### config.mk
export PLATFORM = sky130hd
export DESIGN_NAME = invader_rom_arbiter_flat
export DESIGN_NICKNAME = d
export VERILOG_FILES = /design/src/rtl/invader_rom_arbiter_if.sv /design/src/rtl/invader_rom_arbiter.sv /design/src/flat_wrapper.sv
export SDC_FILE = /design/constraint.sdc
export NUM_CORES = 1
export LEC_CHECK = 0
export BUFFER_PORTS_ARGS = -buffer_cell sky130_fd_sc_hd__buf_2
export CAP_MARGIN = 20
export CORE_MARGIN = 2
export CORE_UTILIZATION = 38
export DETAILED_ROUTE_END_ITERATION = 8
export PLACE_DENSITY = 0.77
export SYNTH_ARGS = -nofsm -noshare
export SYNTH_HDL_FRONTEND = slang
export SYNTH_SLANG_ARGS = --single-unit
### constraint.sdc
create_clock -name clk -period 2.15 [get_ports clk]
set_input_delay 0.3225 -clock clk [delete_from_list [all_inputs] [get_ports clk]]
set_output_delay 0.3225 -clock clk [all_outputs]
set_load 0.05 [all_outputs]
### src/rtl/invader_rom_arbiter_if.sv
// Requester/ROM bus for the invader sprite ROM arbiter.
// slave: the arbiter side. master: requesters plus the ROM model.
interface invader_rom_arbiter_if #(
  parameter int N_REQ  = 4,
  parameter int ADDR_W = 12,
  parameter int DATA_W = 12,
  parameter int ID_W   = $clog2(N_REQ)
);
  logic [N_REQ-1:0]        req;
  logic [N_REQ*ADDR_W-1:0] addr;
  logic [N_REQ-1:0]        gnt;
  logic [ADDR_W-1:0]       rom_addr;
  logic [DATA_W-1:0]       rom_rgb;
  logic                    rvalid;
  logic [ID_W-1:0]         rid;
  logic [DATA_W-1:0]       rdata;

  modport master (
    output req, addr, rom_rgb,
    input  gnt, rom_addr, rvalid, rid, rdata
  );

  modport slave (
    input  req, addr, rom_rgb,
    output gnt, rom_addr, rvalid, rid, rdata
  );
endinterface

### src/rtl/invader_rom_arbiter.sv
// Round-robin arbiter sharing one synchronous-read sprite ROM between
// N_REQ pixel requesters. At most one grant per cycle; the ROM pixel is
// returned ROM_LAT clocks later, tagged with the winning requester's ID.
module invader_rom_arbiter #(
  parameter int N_REQ   = 4,
  parameter int ADDR_W  = 12,
  parameter int DATA_W  = 12,
  parameter int ROM_LAT = 1,
  parameter int ID_W    = $clog2(N_REQ)
) (
  input logic                  clk,
  input logic                  rst_n,
  invader_rom_arbiter_if.slave bus
);

  localparam logic [ID_W-1:0] LAST_ID = ID_W'(N_REQ - 1);
  localparam logic [ID_W:0]   N_WIDE  = (ID_W + 1)'(N_REQ);

  logic [N_REQ-1:0]              req;
  logic [ADDR_W-1:0]             addr_arr [N_REQ];
  logic [ID_W-1:0]               ptr;
  logic [ID_W-1:0]               winner;
  logic [ID_W-1:0]               scan_idx;
  logic [ID_W:0]                 scan_sum;
  logic                          any_gnt;
  logic [N_REQ-1:0]              gnt;
  logic [ADDR_W-1:0]             rom_addr;
  logic [ADDR_W-1:0]             addr_q;
  logic [ROM_LAT-1:0]            tag_vld;
  logic [ROM_LAT-1:0][ID_W-1:0]  tag_id;
  logic                          rvalid;

  assign req = bus.req;

  for (genvar k = 0; k < N_REQ; k++) begin : g_unpack
    assign addr_arr[k] = bus.addr[k*ADDR_W +: ADDR_W];
  end

  // Search from ptr upward with explicit modulo wrap; first requester wins.
  // Grants are suppressed while reset is held so nothing is launched then.
  always_comb begin
    any_gnt  = 1'b0;
    winner   = '0;
    scan_sum = '0;
    scan_idx = '0;
    for (int i = 0; i < N_REQ; i++) begin
      scan_sum = {1'b0, ptr} + (ID_W + 1)'(i);
      if (scan_sum >= N_WIDE) scan_sum = scan_sum - N_WIDE;
      scan_idx = scan_sum[ID_W-1:0];
      if (!any_gnt && rst_n && req[scan_idx]) begin
        any_gnt = 1'b1;
        winner  = scan_idx;
      end
    end
  end

  // One-hot grant and ROM address mux; the address holds while idle.
  always_comb begin
    gnt = '0;
    if (any_gnt) gnt[winner] = 1'b1;
    rom_addr = any_gnt ? addr_arr[winner] : addr_q;
  end

  // Pointer moves one past the winner so the winner goes to the back.
  always_ff @(posedge clk or negedge rst_n) begin
    if (!rst_n) begin
      ptr <= '0;
    end else if (any_gnt) begin
      ptr <= (winner == LAST_ID) ? '0 : winner + 1'b1;
    end
  end

  // Hold register for the last granted address.
  always_ff @(posedge clk or negedge rst_n) begin
    if (!rst_n) begin
      addr_q <= '0;
    end else if (any_gnt) begin
      addr_q <= rom_addr;
    end
  end

  // Tag pipeline tracks ROM read latency; reset discards in-flight reads.
  always_ff @(posedge clk or negedge rst_n) begin
    if (!rst_n) begin
      tag_vld <= '0;
      tag_id  <= '0;
    end else begin
      tag_vld[0] <= any_gnt;
      tag_id[0]  <= winner;
      for (int i = 1; i < ROM_LAT; i++) begin
        tag_vld[i] <= tag_vld[i-1];
        tag_id[i]  <= tag_id[i-1];
      end
    end
  end

  assign rvalid       = tag_vld[ROM_LAT-1];
  assign bus.gnt      = gnt;
  assign bus.rom_addr = rom_addr;
  assign bus.rvalid   = rvalid;
  assign bus.rid      = tag_id[ROM_LAT-1];
  assign bus.rdata    = rvalid ? bus.rom_rgb : '0;

endmodule

### src/flat_wrapper.sv
// flat-port wrapper written by rule: the top's interface ports become plain ports
module invader_rom_arbiter_flat 
#(
  parameter int N_REQ   = 4,
  parameter int ADDR_W  = 12,
  parameter int DATA_W  = 12,
  parameter int ROM_LAT = 1,
  parameter int ID_W    = $clog2(N_REQ)
)
  (clk, rst_n, bus_req, bus_addr, bus_rom_rgb, bus_gnt, bus_rom_addr, bus_rvalid, bus_rid, bus_rdata);
  invader_rom_arbiter_if #(.N_REQ(N_REQ), .ADDR_W(ADDR_W), .DATA_W(DATA_W), .ID_W(ID_W)) bus_i ();
  input logic clk;
  input logic rst_n;
  input wire logic [$bits(bus_i.req)-1:0] bus_req;
  input wire logic [$bits(bus_i.addr)-1:0] bus_addr;
  input wire logic [$bits(bus_i.rom_rgb)-1:0] bus_rom_rgb;
  output wire logic [$bits(bus_i.gnt)-1:0] bus_gnt;
  output wire logic [$bits(bus_i.rom_addr)-1:0] bus_rom_addr;
  output wire logic [$bits(bus_i.rvalid)-1:0] bus_rvalid;
  output wire logic [$bits(bus_i.rid)-1:0] bus_rid;
  output wire logic [$bits(bus_i.rdata)-1:0] bus_rdata;
  assign bus_i.req = bus_req;
  assign bus_i.addr = bus_addr;
  assign bus_i.rom_rgb = bus_rom_rgb;
  assign bus_gnt = bus_i.gnt;
  assign bus_rom_addr = bus_i.rom_addr;
  assign bus_rvalid = bus_i.rvalid;
  assign bus_rid = bus_i.rid;
  assign bus_rdata = bus_i.rdata;
  invader_rom_arbiter #(.N_REQ(N_REQ), .ADDR_W(ADDR_W), .DATA_W(DATA_W), .ROM_LAT(ROM_LAT), .ID_W(ID_W)) u_core (.clk(clk), .rst_n(rst_n), .bus(bus_i));
endmodule
==> results of run 1 <==
## metal layers
layer	up-vias	share of wire, %	GRT usage (%)
li1	787	-	-
met1	747	40	21.6
met2	74	50	36.0
met3	5	8.7	3.92
met4	0	1.2	6.12
met5	-	0	0
## cell usage after synthesis, types with 2 or more instances
library cell,number
and2_1,14
buf_6,5
mux2_4,4
o211ai_1,2
mux2i_1,12
o21ai_0,2
nor2_1,5
buf_12,2
nand2_1,27
clkbuf_8,3
inv_1,3
mux2_2,8
nor3b_1,2
a221o_1,22
a32oi_1,2
dfrtp_1,17
## logic make-up (layout without fill, tap and decap cells)
logic type      Yosys count  in the layout  synth area share [%]
buf+inv                  15            133                  10.9
mux                      24             24                  18.4
simple gates             57             57                  19.6
fa+ha+maj                 1              1                 0.854
compound gates           33             33                  21.1
flops                    17             17                  29.0
## registers in the layout, summed over array words and instances (netlist names)
name,flops
u_core.addr_q,12
u_core.bus.rvalid,1
u_core.ptr,2
u_core.bus.rid,2
## power by group
group | switching, mW | internal [mW] | leakage [nW]
Clock | 0.112 | 0.129 | 0.0255
Combinational | 0.925 | 0.877 | 0.987
Sequential | 0.0780 | 0.428 | 0.204
## path summary, 6_finish.rpt
path	to	slack, ns	cells past startpoint
worst max-delay path	bus_rom_addr[6]	-0.63	7
worst min-delay path	u_core.ptr[0]$_DFFE_PN0N_	0.16	3
worst max register to register	u_core.addr_q[2]$_DFFE_PN0N_	0.01	9
worst min register to register	u_core.addr_q[1]$_DFFE_PN0N_	0.52	1
max in group asynchronous	u_core.ptr[1]$_DFFE_PN0N_	1.75	3
min in group clk	u_core.addr_q[2]$_DFFE_PN0N_	0.37	3
## final cells by class
type | instances | area [um2] | area share, %
multi-input combinational | 115 | 975 | 40.1
clock buffer | 3 | 41.3 | 1.70
sequential | 17 | 427 | 17.6
tap | 48 | 60.1 | 2.47
timing repair buffer | 126 | 910 | 37.5
clock inverter | 1 | 5.00 | 0.206
inverter | 3 | 11.3 | 0.464
## worst max-delay path, cell delays in order (launching register included)
cell and delay, ns:
dfrtp_2 0.44, mux2_4 0.31, a32oi_1 0.18, o22a_2 0.26, buf_12 0.15, mux2_2 0.35
a221o_2 0.35, buf_6 0.16
## per-stage QoR
step	TNS [ns]	instance area (um2)	setup WS (ns)
after floorplan	-3.39	1500	-0.505
after CTS	-7.81	2320	-0.600
after global placement	-4.56	2130	-0.342
after global routing	-10.11	2430	-0.697
after detailed placement	-5.19	2130	-0.385
final	-8.53	2430	-0.626
## timing repair
action / CTS / global route
pin swaps: 2 / 5
gates cloned: 0 / 1
resized for setup: 35 / 15
buffers inserted: 3 / 2
endpoints found under the setup margin: 16 / 24
endpoints found under the hold margin: 0 / 0
==> key figures, run 1 <==
Placed design
  • Detailed placer's ending HPWL: approximately 3100 um
  • Port bufs: 96
  • GPL Wtd Cong: between 0.7 and 0.8
  • Placed insts: about 300

Critical path
  • Critical Path Sink Type: primary output
  • Critical path peak fanout: 7
  • Setup crit start kind: flip-flop
  • CP Class: flip-flop to primary output
  • FF-to-FF Start: u_core.ptr[1]$_DFFE_PN0N_
  • CP arrival: ~2.5 ns
  • Launch point of the worst path: u_core.ptr[1]$_DFFE_PN0N_
  • CP Data Required Time: roughly 1.8 ns

STA
  • Max Clock Freq: 0.360 GHz
  • Slew @ Worst Pin: approximately 0.33 ns
  • Fin crit share: 129%
  • Fin Clk Skew: around 0.00094 ns
  • RSZ-0062 raised after global routing: true
  • Hold_ws: between 0.15 and 0.2 ns
  • Final Critical Period: around 2.8 ns
  • Setup ws final: -0.626 ns
  • Final Hold Viols: 0
  • Final Max Slew Viols: 0
  • Rel. slew slack: between 70% and 80%
  • Final setup violation count: 16

Final layout
  • Final Util: approximately two thirds
  • Most common cell after layout, fill and taps aside: buf_2
  • Commonest cells after routing, fill and taps aside: buf_2, nand2_1, buf_4, dfrtp_1, buf_6
  • NumNets Final: roughly 330
  • Layout area overhead: 65.8%
  • Cell Count, Final, Fillers Out: between 300 and 400
  • Diodes inserted: 0
  • Layout cell share with drive strength beyond 1: between 60% and 70%
  • Filler cells: ~320

Logic synthesis
  • Syn Nets: 214
  • FFs w/ async S/R, synth: between 90% and 100%
  • Seq cells post-synth: 17
  • Avg Inst Size Synth: ~10 um2
  • Post-synth cell types: 33
  • Post-synthesis sequential area ratio: a little under 30%
  • Synth area leaders: dfrtp_1, a221o_1, mux2i_1, nand2_1, mux2_2
  • Top cell type's share of synthesized area: 29.0%
  • Mapped Area: around 1500 um2
  • Cell taking the most area after synthesis: dfrtp_1
  • Syn. warnings: 0
  • Cells after Synth: about 150
  • Post-synth top flop: dfrtp_1
  • Post-synth EDFFs: 0

Clock tree
  • CTS tree: yes
  • # clock sinks: 17
  • Clock-pin slew on the worst setup and hold paths: approximately 0.07 ns
  • Num CTS Buffers: 3
  • Clk_lat worst skew: about 0.25 ns
  • H-tree Lvls: 1
  • Hold_buf cts: 0
  • Worst-case clock buffer depth: 2
  • Clock root buffer: clkbuf_8

Min path
  • Hold Path Class: input pin to asynchronous set/reset pin

Pwr
  • Pwr Total: 2.55 mW
  • Maximum VDD drop: around 0.65 mV
  • LEAKAGE: roughly 1.2 nW
  • Power Dens Cells: between 1000 and 1500 nW/um2

Drt
  • 1st-iter DRT viols: 33
  • DRC violations left: 0
  • Vias: around 1600
  • Post-route antenna net violation count: 0
  • Routed wire length: 4400 um
  • Routed WL per cell: ~14 um
  • Vias per cell: between 5 and 6
  • First-pass DRT Iterations: 4

Floorplan
  • I/O pins: 97
  • Site Rows: 22
  • Starting Density: just under 40%
  • Die X: 66.1 um
  • Core ar.: 3690 um2
  • Die height: between 60 and 70 um
  • Die ar.: between 4000 and 5000 um2

GRT
  • Largest net degree at the start of global routing: 27
  • First-pass GRT wire length: ~6500 um
  • GR Overflow Total: 0
  • Initial antenna violation count: 0
  • Number of global-route vias before repair: 1486
  • GR Util All Layers: approximately 19%

Status
  • Failing checks: negative setup slack
  • Outcome: finished with violations

Flow run
  • Maxcap violations: 0
Power figures use the tool's default switching activity.
==> inputs of run 2 (changes only) <==
- ABC_AREA: unset -> 1
- CORE_UTILIZATION: 38 -> 41
- PLACE_DENSITY: 0.77 -> 0.78
==> run 2 against run 1 <==
Net effect: the flow still finishes with violations (negative setup slack); critical path depth increased by 10; routed wire length is 110% higher; hold slack lost 0.0024 ns; critical endpoint is now bus_rom_addr[9]; die area is 9.9% higher.
==> key figures, run 2 <==
Status
  • Outcome: finished with violations
  • Failing checks: negative setup slack

Flow run
  • Maxcap violations: 0 (unchanged)

Drt
  • Routed WL per cell: 18.3 um (+30%)
  • First-pass DRT Iterations: 5 (+1)
  • Met1 Wirelength: 3230 um (+85%)
  • Met3 WL: 987 um (+160%)
  • Routed wire length: 9210 um (+110%)
  • DRC violations left: 0 (unchanged)
  • Highest routed metal layer: met4
  • 1st-iter DRT viols: 288 (+770%)
  • Vias: 2891 (+79%)
  • Post-route antenna net violation count: 0 (unchanged)
  • Vias per cell: 5.76 (+12%)
  • Metal2 WL: 4450 um (+100%)

Floorplan
  • Core ar.: 4060 um2 (+10%)
  • Starting Density: 43.1% (+3.4 points)
  • Site Rows: 23 (+4.5%)
  • Die ar.: 4800 um2 (+9.9%)
  • Die X: 69.3 um (+4.8%)
  • I/O pins: 97 (unchanged)
  • Die height: 69.3 um (+4.8%)

Clock tree
  • CTS tree: yes
  • Num CTS Buffers: 3 (unchanged)
  • Clock-pin slew on the worst setup and hold paths: 0.07 ns (about the same)
  • # clock sinks: 17 (unchanged)
  • Clk_lat worst skew: 0.26 ns (about the same)
  • Worst-case clock buffer depth: 2 (unchanged)
  • H-tree Lvls: 1 (unchanged)
  • Clock root buffer: clkbuf_8

Logic synthesis
  • Cell taking the most area after synthesis: nand2_1
  • Top cells by count, synth: nand2_1, nand3_1, inv_1
  • Post-synth top flop: dfrtp_1
  • FFs w/ async S/R, synth: 100% (unchanged)
  • Post-synth EDFFs: 0 (unchanged)
  • Cells after Synth: 301 (+100%)
  • Most frequent cell after synthesis: nand2_1
  • Post-synthesis mux area share: 0% (-18 points)
  • Main combinational cell family by area after synthesis: simple AND/OR/NAND/NOR gates
  • Seq cells post-synth: 17 (unchanged)
  • Synth area leaders: nand2_1, dfrtp_1, nand3_1, inv_1, nand2_2
  • Syn Nets: 368 (+72%)
  • Top cell type's share of synthesized area: 29.2% (+0.17 points)
  • Synth Area in Adders: 0.716% (-0.14 points)
  • Syn. warnings: 0 (unchanged)
  • Simple-gate share of the synthesized area: 57.6% (+38 points)
  • Post-synthesis sequential area ratio: 24.3% (-4.7 points)
  • Avg Inst Size Synth: 5.81 um2 (-42%)
  • Post-synth cell types: 23 (-30%)
  • Compound-Gate Fraction of Synth Area: 0.859% (-20 points)
  • Mapped Area: 1750 um2 (+19%)
  • Synth Area in XOR/XNOR: 0% (unchanged)

STA
  • Fin Clk Skew: 0.00304 ns (+0.00210 ns)
  • Setup TNS: -11.13 ns (-2.60 ns)
  • Final Hold Viols: 0 (unchanged)
  • Final Max Slew Viols: 0 (unchanged)
  • Rel. slew slack: 76.4% (-1.7 points)
  • Fin crit share: 133% (+3.7 points)
  • Max Clock Freq: 0.350 GHz (-2.8%)
  • Final setup violation count: 24 (+8)
  • Setup ws final: -0.705 ns (-0.0790 ns)
  • RSZ-0062 raised after global routing: true
  • Slew @ Worst Pin: 0.355 ns (+0.0272 ns)
  • Final Critical Period: 2.85 ns (+0.0790 ns)

Critical path
  • CP delay by family, top: simple AND/OR/NAND/NOR gates
  • CP Class: flip-flop to primary output
  • CP arrival: 2.53 ns (+0.08 ns)
  • CP Data Required Time: 1.83 ns (about the same)
  • WP buf/inv: 5 (+3)
  • Largest stage delay on the critical path: 0.42 ns (-0.02 ns)
  • Critical path peak fanout: 8 (+1)
  • Crit-path most repeated cell: nand2_4
  • Critical path's slowest cell: dfrtp_2
  • Setup crit start kind: flip-flop
  • Crit-path cells: buf_12 > clkinv_16 > nand2_4 > nand2_4 > nand2_4 > nand2_4 > nor2_4 > nor2_4 > nand3_4 > buf_6 > buf_16 > nand3_1 > nand3_1 > nand2_1 > nand2_2 > nand2_4 > buf_8
  • Critical Path Sink Type: primary output

GRT
  • Largest net degree at the start of global routing: 15 (-44%)
  • Number of global-route vias before repair: 2396 (+61%)
  • GR Overflow Total: 0 (unchanged)
  • Initial antenna violation count: 0 (unchanged)
  • GR Util All Layers: 26.8% (+7.5 points)
  • First-pass GRT wire length: 10700 um (+66%)

Placed design
  • Pre-CTS WS: -0.377 ns (+0.00802 ns)
  • Port bufs: 96 (unchanged)
  • Detailed placer's ending HPWL: 4370 um (+39%)
  • GPL Wtd Cong: 0.909 (+21%)

Final layout
  • Max reg flops: 12 (unchanged)
  • Most common cell after layout, fill and taps aside: nand2_1
  • Layout area overhead: 100%
  • Top reg by flops: u_core.addr_q
  • Diodes inserted: 0 (unchanged)
  • Filler cells: 209 (-35%)
  • NumNets Final: 520 (+56%)
  • Commonest cells after routing, fill and taps aside: nand2_1, buf_2, buf_4, inv_1, nand3_1
  • Layout cell share with drive strength beyond 1: 58.8% (-4.5 points)

Min path
  • Hold Path Class: input pin to asynchronous set/reset pin
==> run 2: cell types whose count changed after synthesis, moves of 11 or more <==
cell / change
nand2_1: +109
and2_1: -14
a221o_1: -22
nand2_2: +11
mux2i_1: -12
inv_1: +41
nand3_1: +49
==> run 2: area by class of cell <==
class,instances,area [um2],area share (%)
Sequential cell,17,428,12.2
Clock buffer,3,41.3,1.18
Tap cell,50,62.6,1.79
Clock inverter,1,5.00,0.143
Multi-Input combinational cell,223,1490,42.6
Timing Repair Buffer,160,1260,35.9
Inverter,48,216,6.18
==> run 2: path summary, 6_finish.rpt <==
kind / cells past startpoint / start / endpoint / slack [ns]
hold / removal: 2 / rst_n / u_core.ptr[1]$_DFFE_PN0N_ / 0.16
setup reg to reg: 18 / u_core.ptr[0]$_DFFE_PN0N_ / u_core.addr_q[9]$_DFFE_PN0N_ / -0.25
setup / recovery: 17 / u_core.ptr[0]$_DFFE_PN0N_ / bus_rom_addr[9] / -0.70
max in group asynchronous: 2 / rst_n / u_core.addr_q[7]$_DFFE_PN0N_ / 1.78
hold reg to reg: 2 / u_core.addr_q[2]$_DFFE_PN0N_ / u_core.addr_q[2]$_DFFE_PN0N_ / 0.52
min in group clk: 3 / bus_addr[2] / u_core.addr_q[2]$_DFFE_PN0N_ / 0.33
==> run 2: cell families after synthesis <==
kind of cell,Yosys count
fa+ha+maj,1
flops,17
simple gates,218
buf+inv,62
compound gates,3
==> run 2: repair_timing <==
item / 4_1_cts / 5_1_grt
pin swaps: 11 / 35
gates cloned: 2 / 2
gates resized for setup: 85 / 59
endpoints found under the setup margin: 23 / 25
hold buffers: 0 / 0
endpoints found under the hold margin: 0 / 0
buffers inserted: 11 / 16
==> run 2: metal layers <==
| metal | GRT usage (%) | up-vias |
|---|---|---|
| met5 | 0 | - |
| met4 | 10.7 | 0 |
| met3 | 5.52 | 58 |
| met2 | 47.3 | 257 |
| met1 | 31.6 | 1350 |
| li1 | - | 1226 |
==> run 2: per-stage QoR <==
| step | hold slack, ns | util (%) | instances | instance area [um2] |
|---|---|---|---|---|
| 2_1_floorplan | 0.0269 | - | 301 | 1890 |
| 6_report | 0.160 | 86.3 | 502 | 3500 |
| 5_1_grt | 0.152 | 86.3 | 502 | 3500 |
| 4_1_cts | 0.0825 | 76.0 | 484 | 3090 |
| 3_3_place_gp | 0.355 | 64.8 | 467 | 2630 |
| 3_5_place_dp | 0.358 | 64.8 | 467 | 2630 |
Power of run 2 is not shown: default switching activity piles up to over one toggle a cycle in this logic, so the estimate is an artifact.
